## src/rtl/buyruk_kuyrugu_pkg.sv

```systemverilog
// Shared definitions for the instruction decoupling queue: packed entry layout
// {compressed, ps, buy} and its field offsets.
package buyruk_kuyrugu_pkg;

    localparam int DERINLIK_VARSAYILAN = 4;
    localparam int PS_BIT_VARSAYILAN   = 32;
    localparam int BUY_BIT_VARSAYILAN  = 32;

    // Entry width: PC + instruction + compressed flag.
    function automatic int bk_girdi_bit(input int ps_bit, input int buy_bit);
        return ps_bit + buy_bit + 1;
    endfunction

    function automatic int bk_buy_ofs();
        return 0;
    endfunction

    function automatic int bk_ps_ofs(input int buy_bit);
        return buy_bit;
    endfunction

    function automatic int bk_comp_ofs(input int ps_bit, input int buy_bit);
        return ps_bit + buy_bit;
    endfunction

endpackage

```

## src/rtl/buyruk_kuyrugu_kuyruk_bellek.sv

```systemverilog
// Entry storage for the queue: register array with synchronous write and
// asynchronous (show-ahead) read; data is never reset.
module kuyruk_bellek #(
    parameter int DERINLIK = 4,
    parameter int GENISLIK = 65
) (
    input  logic                        clk_i,
    input  logic                        yaz_en,
    input  logic [$clog2(DERINLIK)-1:0] yaz_adr,
    input  logic [GENISLIK-1:0]         yaz_veri,
    input  logic [$clog2(DERINLIK)-1:0] oku_adr,
    output logic [GENISLIK-1:0]         oku_veri
);
    localparam int PTR_BIT = $clog2(DERINLIK);

    logic [GENISLIK-1:0] mem [DERINLIK];

    generate
        for (genvar gi = 0; gi < DERINLIK; gi++) begin : g_girdi
            always_ff @(posedge clk_i) begin
                if (yaz_en && (yaz_adr == PTR_BIT'(gi))) begin
                    mem[gi] <= yaz_veri;
                end
            end
        end
    endgenerate

    assign oku_veri = mem[oku_adr];

endmodule

```

## src/rtl/buyruk_kuyrugu.sv

```systemverilog
// Decoupling queue between getir and coz_yazmacoku. Optional zero-latency
// bypass when empty is enabled by defining BUYRUK_KUYRUGU_BAYPAS_EN.
module buyruk_kuyrugu
    import buyruk_kuyrugu_pkg::*;
#(
    parameter int DERINLIK = 4,
    parameter int PS_BIT   = 32,
    parameter int BUY_BIT  = 32
) (
    input  logic                        clk_i,
    input  logic                        rst_i,
    input  logic                        gtr_gecerli_i,
    input  logic [PS_BIT-1:0]           gtr_ps_i,
    input  logic [BUY_BIT-1:0]          gtr_buy_i,
    input  logic                        gtr_compressed_i,
    output logic                        gtr_hazir_o,
    output logic                        coz_gecerli_o,
    output logic [PS_BIT-1:0]           coz_ps_o,
    output logic [BUY_BIT-1:0]          coz_buy_o,
    output logic                        coz_compressed_o,
    input  logic                        coz_hazir_i,
    input  logic                        ddb_temizle_i,
    output logic [$clog2(DERINLIK):0]   doluluk_o
);
    localparam int PTR_BIT   = $clog2(DERINLIK);
    localparam int CNT_BIT   = PTR_BIT + 1;
    localparam int GIRDI_BIT = bk_girdi_bit(PS_BIT, BUY_BIT);
    localparam int PS_OFS    = bk_ps_ofs(BUY_BIT);
    localparam int COMP_OFS  = bk_comp_ofs(PS_BIT, BUY_BIT);
    localparam logic [CNT_BIT-1:0] DOLU = CNT_BIT'(DERINLIK);

    logic [PTR_BIT-1:0]   yaz_ptr_reg, yaz_ptr_next;
    logic [PTR_BIT-1:0]   oku_ptr_reg, oku_ptr_next;
    logic [CNT_BIT-1:0]   sayac_reg, sayac_next;
    logic [GIRDI_BIT-1:0] yaz_veri, oku_veri;
    logic                 bos, yaz_en, bellek_oku, dogrudan;

    assign bos         = (sayac_reg == '0);
    assign gtr_hazir_o = (sayac_reg != DOLU);
    assign yaz_veri    = {gtr_compressed_i, gtr_ps_i, gtr_buy_i};

    always_comb begin
        coz_gecerli_o    = !bos;
        coz_buy_o        = oku_veri[BUY_BIT-1:0];
        coz_ps_o         = oku_veri[PS_OFS +: PS_BIT];
        coz_compressed_o = oku_veri[COMP_OFS];
        dogrudan         = 1'b0;
`ifdef BUYRUK_KUYRUGU_BAYPAS_EN
        // Empty queue: present the producer's entry directly; a same-cycle
        // consume never touches storage.
        if (bos && !ddb_temizle_i) begin
            coz_gecerli_o    = gtr_gecerli_i;
            coz_buy_o        = gtr_buy_i;
            coz_ps_o         = gtr_ps_i;
            coz_compressed_o = gtr_compressed_i;
            dogrudan         = gtr_gecerli_i && coz_hazir_i;
        end
`endif
    end

    assign yaz_en     = gtr_gecerli_i && gtr_hazir_o && !ddb_temizle_i && !dogrudan;
    assign bellek_oku = !bos && coz_hazir_i && !ddb_temizle_i;

    always_comb begin
        yaz_ptr_next = yaz_ptr_reg;
        oku_ptr_next = oku_ptr_reg;
        sayac_next   = sayac_reg;
        if (ddb_temizle_i) begin
            yaz_ptr_next = '0;
            oku_ptr_next = '0;
            sayac_next   = '0;
        end else begin
            if (yaz_en)     yaz_ptr_next = yaz_ptr_reg + 1'b1;
            if (bellek_oku) oku_ptr_next = oku_ptr_reg + 1'b1;
            case ({yaz_en, bellek_oku})
                2'b10:   sayac_next = sayac_reg + 1'b1;
                2'b01:   sayac_next = sayac_reg - 1'b1;
                default: sayac_next = sayac_reg;
            endcase
        end
    end

    always_ff @(posedge clk_i or posedge rst_i) begin
        if (rst_i) begin
            yaz_ptr_reg <= '0;
            oku_ptr_reg <= '0;
            sayac_reg   <= '0;
        end else begin
            yaz_ptr_reg <= yaz_ptr_next;
            oku_ptr_reg <= oku_ptr_next;
            sayac_reg   <= sayac_next;
        end
    end

    assign doluluk_o = sayac_reg;

    kuyruk_bellek #(
        .DERINLIK (DERINLIK),
        .GENISLIK (GIRDI_BIT)
    ) u_bellek (
        .clk_i    (clk_i),
        .yaz_en   (yaz_en),
        .yaz_adr  (yaz_ptr_reg),
        .yaz_veri (yaz_veri),
        .oku_adr  (oku_ptr_reg),
        .oku_veri (oku_veri)
    );

endmodule
```

## config.mk

```make
export PLATFORM = sky130hd
export DESIGN_NAME = buyruk_kuyrugu
export DESIGN_NICKNAME = d
export VERILOG_FILES = /design/src/rtl/buyruk_kuyrugu_pkg.sv /design/src/rtl/buyruk_kuyrugu_kuyruk_bellek.sv /design/src/rtl/buyruk_kuyrugu.sv
export SDC_FILE = /design/constraint.sdc
export NUM_CORES = 1
export LEC_CHECK = 0
export ABC_CLOCK_PERIOD_IN_PS = 9450
export BUFFER_PORTS_ARGS = -buffer_cell sky130_fd_sc_hd__buf_2
export CAP_MARGIN = 0
export CELL_PAD_IN_SITES_DETAIL_PLACEMENT = 1
export CELL_PAD_IN_SITES_GLOBAL_PLACEMENT = 1
export CORE_MARGIN = 2
export CORE_UTILIZATION = 54
export DETAILED_ROUTE_END_ITERATION = 10
export MAX_ROUTING_LAYER = met4
export PLACE_DENSITY_LB_ADDON = 0.05
export SLEW_MARGIN = 5
export SYNTH_ARGS = -nofsm -noshare
export SYNTH_HDL_FRONTEND = slang
export SYNTH_SLANG_ARGS = --single-unit
```

## constraint.sdc

```tcl
create_clock -name clk_i -period 9.45 [get_ports clk_i]
set_input_delay 0.945 -clock clk_i [delete_from_list [all_inputs] [get_ports clk_i]]
set_output_delay 0.945 -clock clk_i [all_outputs]
set_load 0.05 [all_outputs]
```

# Word-level counts from Yosys, hierarchy flattened
# Memories as Yosys holds them, arrays and structs flattened.
# Cells that the tools add are included.
op_classes:
  add_sub_neg: 4
  n_mul: 0
  div: 0
  n_lt_le_gt_ge: 0
  n_eq_ne: 6
  shifts: 0
  n_mux: 23
  bitwise: 0
  n_reduce_logical: 18
ops:
  columns: ["operator", "n"]
  rows:
  - ["2-to-1 mux 65 bit", 3]
  - ["OR reduction 65 bit", 3]
  - ["2-to-1 mux 2 bit", 7]
  - ["2-to-1 mux 1 bit", 11]
  - ["logical AND 1 bit", 8]
  - ["equality test 2 bit, second input constant", 3]
  - ["one-hot mux 3 bit (2 select lines)", 1]
  - ["adder 2 x 1 -> 2 bit, second input constant", 2]
  - ["equality test 2 x 1 -> 1 bit, second input constant", 2]
  - ["nonzero test 2 bit", 2]
  - ["adder 3 x 1 -> 3 bit, second input constant", 1]
  - ["logical NOT 3 bit", 1]
  - ["2-to-1 mux 3 bit", 1]
  - ["inequality test 3 bit, second input constant", 1]
  - ["nonzero test 3 bit", 1]
  - ["subtractor 3 x 1 -> 3 bit, second input constant", 1]
  - ["logical NOT 1 bit", 2]
  - ["logical NOT 2 bit", 1]
totals:
  ff_bits: 7
  latchBits: 0
  ram_bits: 260
  romBits: 0
  in_bits: 70
  mem_count: 1
memory_table:
  columns: ["name", "depth", "width", "read_ports", "rd_clocked_by_memory_dff", "write_ports", "line_no", "rtl"]
  rows:
  - ["u_bellek.mem", 4, 65, 1, 0, 1, "buyruk_kuyrugu_kuyruk_bellek.sv:16", "logic [GENISLIK-1:0] mem [DERINLIK];"]

# Logic depth before layout (Yosys ltp)
logic_depth:
  word_depth: 10
  ltp_mapped: 8
  ltp_nobuf: 7

# By module
# From an unflattened synthesis, not the netlist that was laid out.
unflattened:
  cells_unflattened: 405
  hier_area_um2: 9999.6
modules_own_cells:
  columns: ["mod", "instances", "cells_each", "area_per_inst_um2", "seq_area_each_um2"]
  rows:
  - ["kuyruk_bellek", 1, 343, 9455.3, 7807.5]
  - ["buyruk_kuyrugu", 1, 62, 544.3, 175.2]

# Worst setup path before layout
# OpenSTA, ideal clock, no wires.
synth_path:
  path_type: "input-to-reg"
  from: "input port gtr_gecerli_i"
  to: "memory u_bellek.mem[0][0], enable pin"
  setup_ps: 430
  arrival_time_ps: 3022
  setup_slack_ps: 5998
  cell_stages: 4
  cell_sequence: "buf_2 inv_1 nor3_1 and2_1"
synth_between:
  elab_chain_cells: 9
  elab_cells_between_ends: 23
  cone_classes: "mux: 14; reduce/logical: 9"
synth_rtl:
  columns: ["element", "line_no", "rtl"]
  rows:
  - ["start, declared", "buyruk_kuyrugu.sv:12", "input logic gtr_gecerli_i,"]
  - ["logical AND 1 bit (*) (2 in a row)", "buyruk_kuyrugu.sv:61", "assign yaz_en = gtr_gecerli_i && gtr_hazir_o && !ddb_temizle_i && !dogrudan;"]
  - ["logical AND 1 bit", "buyruk_kuyrugu_kuyruk_bellek.sv:21", "if (yaz_en && (yaz_adr == PTR_BIT'(gi))) begin"]
  - ["2-to-1 mux 1 bit", "buyruk_kuyrugu_kuyruk_bellek.sv:21", null]
  - ["2-to-1 mux 1 bit (implied by the code)", "buyruk_kuyrugu_kuyruk_bellek.sv:22", "mem[gi] <= yaz_veri;"]
  - ["OR reduction 65 bit (no line)", null, null]
  - ["2-to-1 mux 2 bit (no line) / 2-to-1 mux 1 bit (equally long branches) (3 in a row)", null, null]
  - ["end, declared", "buyruk_kuyrugu_kuyruk_bellek.sv:16", null]
# Every way passes the cells marked *; elsewhere a longest branch is shown, timed or not.

# Worst setup path in the final report
layout_path:
  from: "register oku_ptr_reg[0]"
  to: "output port coz_ps_o[20]"
layout_between:
  elab_chain_cells: 1
layout_rtl:
  columns: ["element", "line_no", "rtl"]
  rows:
  - ["start, declared", "buyruk_kuyrugu.sv:33", "logic [PTR_BIT-1:0] oku_ptr_reg, oku_ptr_next;"]
  - ["start signal, assigned", "buyruk_kuyrugu.sv:90", "oku_ptr_reg <= oku_ptr_next;"]
  - ["memory (4 x 65 bit)", null, null]
  - ["end, declared", "buyruk_kuyrugu.sv:18", "output logic [PS_BIT-1:0] coz_ps_o,"]
# Every way passes these cells.

==> impl_metrics.env <==
export IMPL_dp_cells=755
export IMPL_hold_path_class="in2async"
export IMPL_yosysTopAreaCell="edfxtp_1"
export IMPL_clk_pin_slew_ns=0.06
export IMPL_synth_common_cells="260 x edfxtp_1, 65 x mux4_2, 9 x buf_2"
export IMPL_clock_path_buffers=3
export IMPL_fin_cells=805
export IMPL_clock_fmax_ghz=0.256
export IMPL_muxShareOfSynthArea_pct=14.8
export IMPL_ys_ff_latch=267
export IMPL_synth_fa_ha_area_share_pct=0.701
export IMPL_top_register="u_bellek.mem"
export IMPL_place_hpwl_um=11000
export IMPL_avgViaCountPerCell=5.73
export IMPL_violations="design-rule violations"
export IMPL_postSynthCellCount=407
export IMPL_ioPinCount=140
export IMPL_finClkSkew_ns=0.0105
export IMPL_maxSlewViolCount=0
export IMPL_yosysMostFrequentCell="edfxtp_1"
export IMPL_startpoint_type="flip-flop"
export IMPL_avgSynthCellArea_um2=24.5
export IMPL_clock_sinks=267
export IMPL_grt_pass1_vias=5165
export IMPL_seq_area_frac_synth_pct=79.9
export IMPL_globalplace_congestion=0.729
export IMPL_netlist_area_um2=9990
export IMPL_syn_num_nets=482
export IMPL_ir_worst_vdd_mv=0.156
export IMPL_cts_setup_buffers=0
export IMPL_grt_util_all_layers_pct=20.3
export IMPL_synth_compound_area_share_pct=1.14
export IMPL_clk_latency_ns=0.52
export IMPL_synth_top_area_share_pct=78.2
export IMPL_p_leak_nw=3.89
export IMPL_yosys_warnings=0
export IMPL_power_density_nw_per_um2=240
export IMPL_critical_path_startpoint="oku_ptr_reg[0]$_DFFE_PP0P_"
export IMPL_die_w_um=140
export IMPL_cts_root_buf="clkbuf_16"
export IMPL_grt_pass1_wl_um=29500
export IMPL_synth_edf_count=260
export IMPL_wire_per_inst_um=23.6
export IMPL_grt_max_degree=67
export IMPL_fp_row_count=49
export IMPL_status="finished with violations"
export IMPL_num_vias=4612
export IMPL_ant_nets=0
export IMPL_setup_ws_ns=5.55
export IMPL_tritoncts="yes"
export IMPL_rsz0062_at_grt="false"
export IMPL_synthTopCellsByArea="edfxtp_1 78%, mux4_2 15%, dfrtp_1 1.8%, buf_12 0.80%, ha_1 0.50%"
export IMPL_routed_wl_um=19000
export IMPL_finalCritPeriodShare_pct=41.3
export IMPL_crit_path_max_fanout=36
export IMPL_largest_reg_flops=260
export IMPL_r2r_start="doluluk_o[0]$_DFFE_PP0P_"
export IMPL_ys_types=37
export IMPL_die_area_um2=19600
export IMPL_finalHoldViolCount=0
export IMPL_cts_resized=0
export IMPL_first_pass_iters=10
export IMPL_relSlewSlack_pct=31.1
export IMPL_synth_async_sr_flop_share_pct=2.62
export IMPL_path_class="reg2out"
export IMPL_drc=11
export IMPL_synthXorXnorAreaFrac_pct=0.263
export IMPL_endpoint_kind="output pin"
export IMPL_synth_top_family_by_area="multiplexers"
export IMPL_nets=630
export IMPL_drv_cap=0
export IMPL_antenna_found_initial=3
export IMPL_arrival_ns=2.96
export IMPL_synth_simple_area_share_pct=1.20
export IMPL_drive_gt1_share_pct=43.8
export IMPL_place_ws_ns=5.98
export IMPL_critPathRequiredTime_ns=8.51
export IMPL_drt_iter0_markers=238
export IMPL_area_growth_pct=16.4
export IMPL_grt_remaining_overflow=0
export IMPL_fin_setup_tns_ns=0
export IMPL_initial_core_util_pct=55.2
export IMPL_tightestPinTransition_ns=1.03
export IMPL_cts_buffers=27
export IMPL_setup_viol=0
export IMPL_portBuffers=139
export IMPL_period_needed_ns=3.90
export IMPL_cts_hold_buf=0
export IMPL_die_h_um=140
export IMPL_core_area_um2=18100
export IMPL_synth_top_flop_cell="edfxtp_1"
export IMPL_cts_max_level=1
-- power by group --
part	switching [mW]	internal (mW)
Clock	0.423	0.549
Sequential	0.0367	1.34
Combinational	0.297	0.139
Total	0.757	2.03
-- metal layers --
layer	share of wire [%]	GRT usage (%)	wire length [um]	vias to the layer above
met1	40	25.6	7670	2425
met3	5.4	3.79	1030	29
met5	0	-	0	-
li1	-	-	-	2025
met4	1.6	5.58	301	0
met2	53	34.6	10000	133
-- layout make-up --
| type | count | area, um^2 |
|---|---|---|
| clock inverters | 16 | 109 |
| multi-input cells | 112 | 1820 |
| clock buffers | 31 | 691 |
| diodes | 3 | 7.51 |
| flip-flops and latches | 267 | 7990 |
| repair buffers | 140 | 703 |
| fillers | 1511 | 6460 |
| inverters | 7 | 26.3 |
| well taps | 229 | 287 |
-- cells in the final DEF, fill, tap and decap left out, types with 2 or more instances in the layout --
cell | Yosys | layout
a21oi_1 | 2 | 2
and2_4 | 0 | 4
buf_2 | 9 | 139
clkbuf_1 | 3 | 4
clkbuf_16 | 0 | 27
clkinv_1 | 0 | 4
clkinv_2 | 0 | 9
dfrtp_1 | 7 | 5
dfrtp_4 | 0 | 2
diode_2 | 0 | 3
edfxtp_1 | 260 | 260
ha_1 | 4 | 4
inv_1 | 7 | 7
mux4_2 | 65 | 65
nand2b_1 | 2 | 2
nand3_1 | 4 | 4
nor2_1 | 5 | 5
nor3_1 | 2 | 2
o21a_1 | 2 | 2
o21ai_0 | 2 | 2
o31ai_1 | 2 | 2
xor2_1 | 2 | 2
-- critical path, stage by stage, from the launching register on --
cell     delay [ns]
dfrtp_4        0.83
buf_4          0.71
mux4_2         0.63
buf_2          0.24
-- final timing paths --
kind / slack [ns] / endpoint / cells after the start
setup / recovery: 5.55 / coz_ps_o[20] / 3
hold / removal: 0.36 / doluluk_o[1]$_DFFE_PP0P_ / 2
setup reg to reg: 6.95 / u_bellek.mem[0][54]$_DFFE_PP_ / 3
hold reg to reg: 0.61 / yaz_ptr_reg[0]$_DFFE_PP0P_ / 2
max in group asynchronous: 8.85 / oku_ptr_reg[0]$_DFFE_PP0P_ / 2
min in group clk_i: 0.61 / yaz_ptr_reg[0]$_DFFE_PP0P_ / 2
-- per-stage QoR --
| stage | hold slack [ns] | total power, mW | utilization (%) | instance area (um^2) |
|---|---|---|---|---|
| 2_1_floorplan | 0.557 | 1.75 | - | 9990 |
| 3_3_place_gp | 0.572 | 1.84 | 59.8 | 10800 |
| 3_5_place_dp | 0.601 | 1.85 | 59.8 | 10800 |
| 4_1_cts | 0.353 | 2.81 | 64.3 | 11600 |
| 5_1_grt | 0.373 | 2.87 | 64.3 | 11600 |
| 6_report | 0.358 | 2.79 | 64.3 | 11600 |
-- cells by family (layout without fill, tap and decap cells) --
family,after synthesis,count (layout)
simple gates,22,22
fa+ha+maj,5,5
buf+inv,28,194
mux,66,66
xor+xnor,3,3
other cells,0,3
flops,267,267
compound gates,16,16
Note: power is estimated with default switching activity, not from simulation.
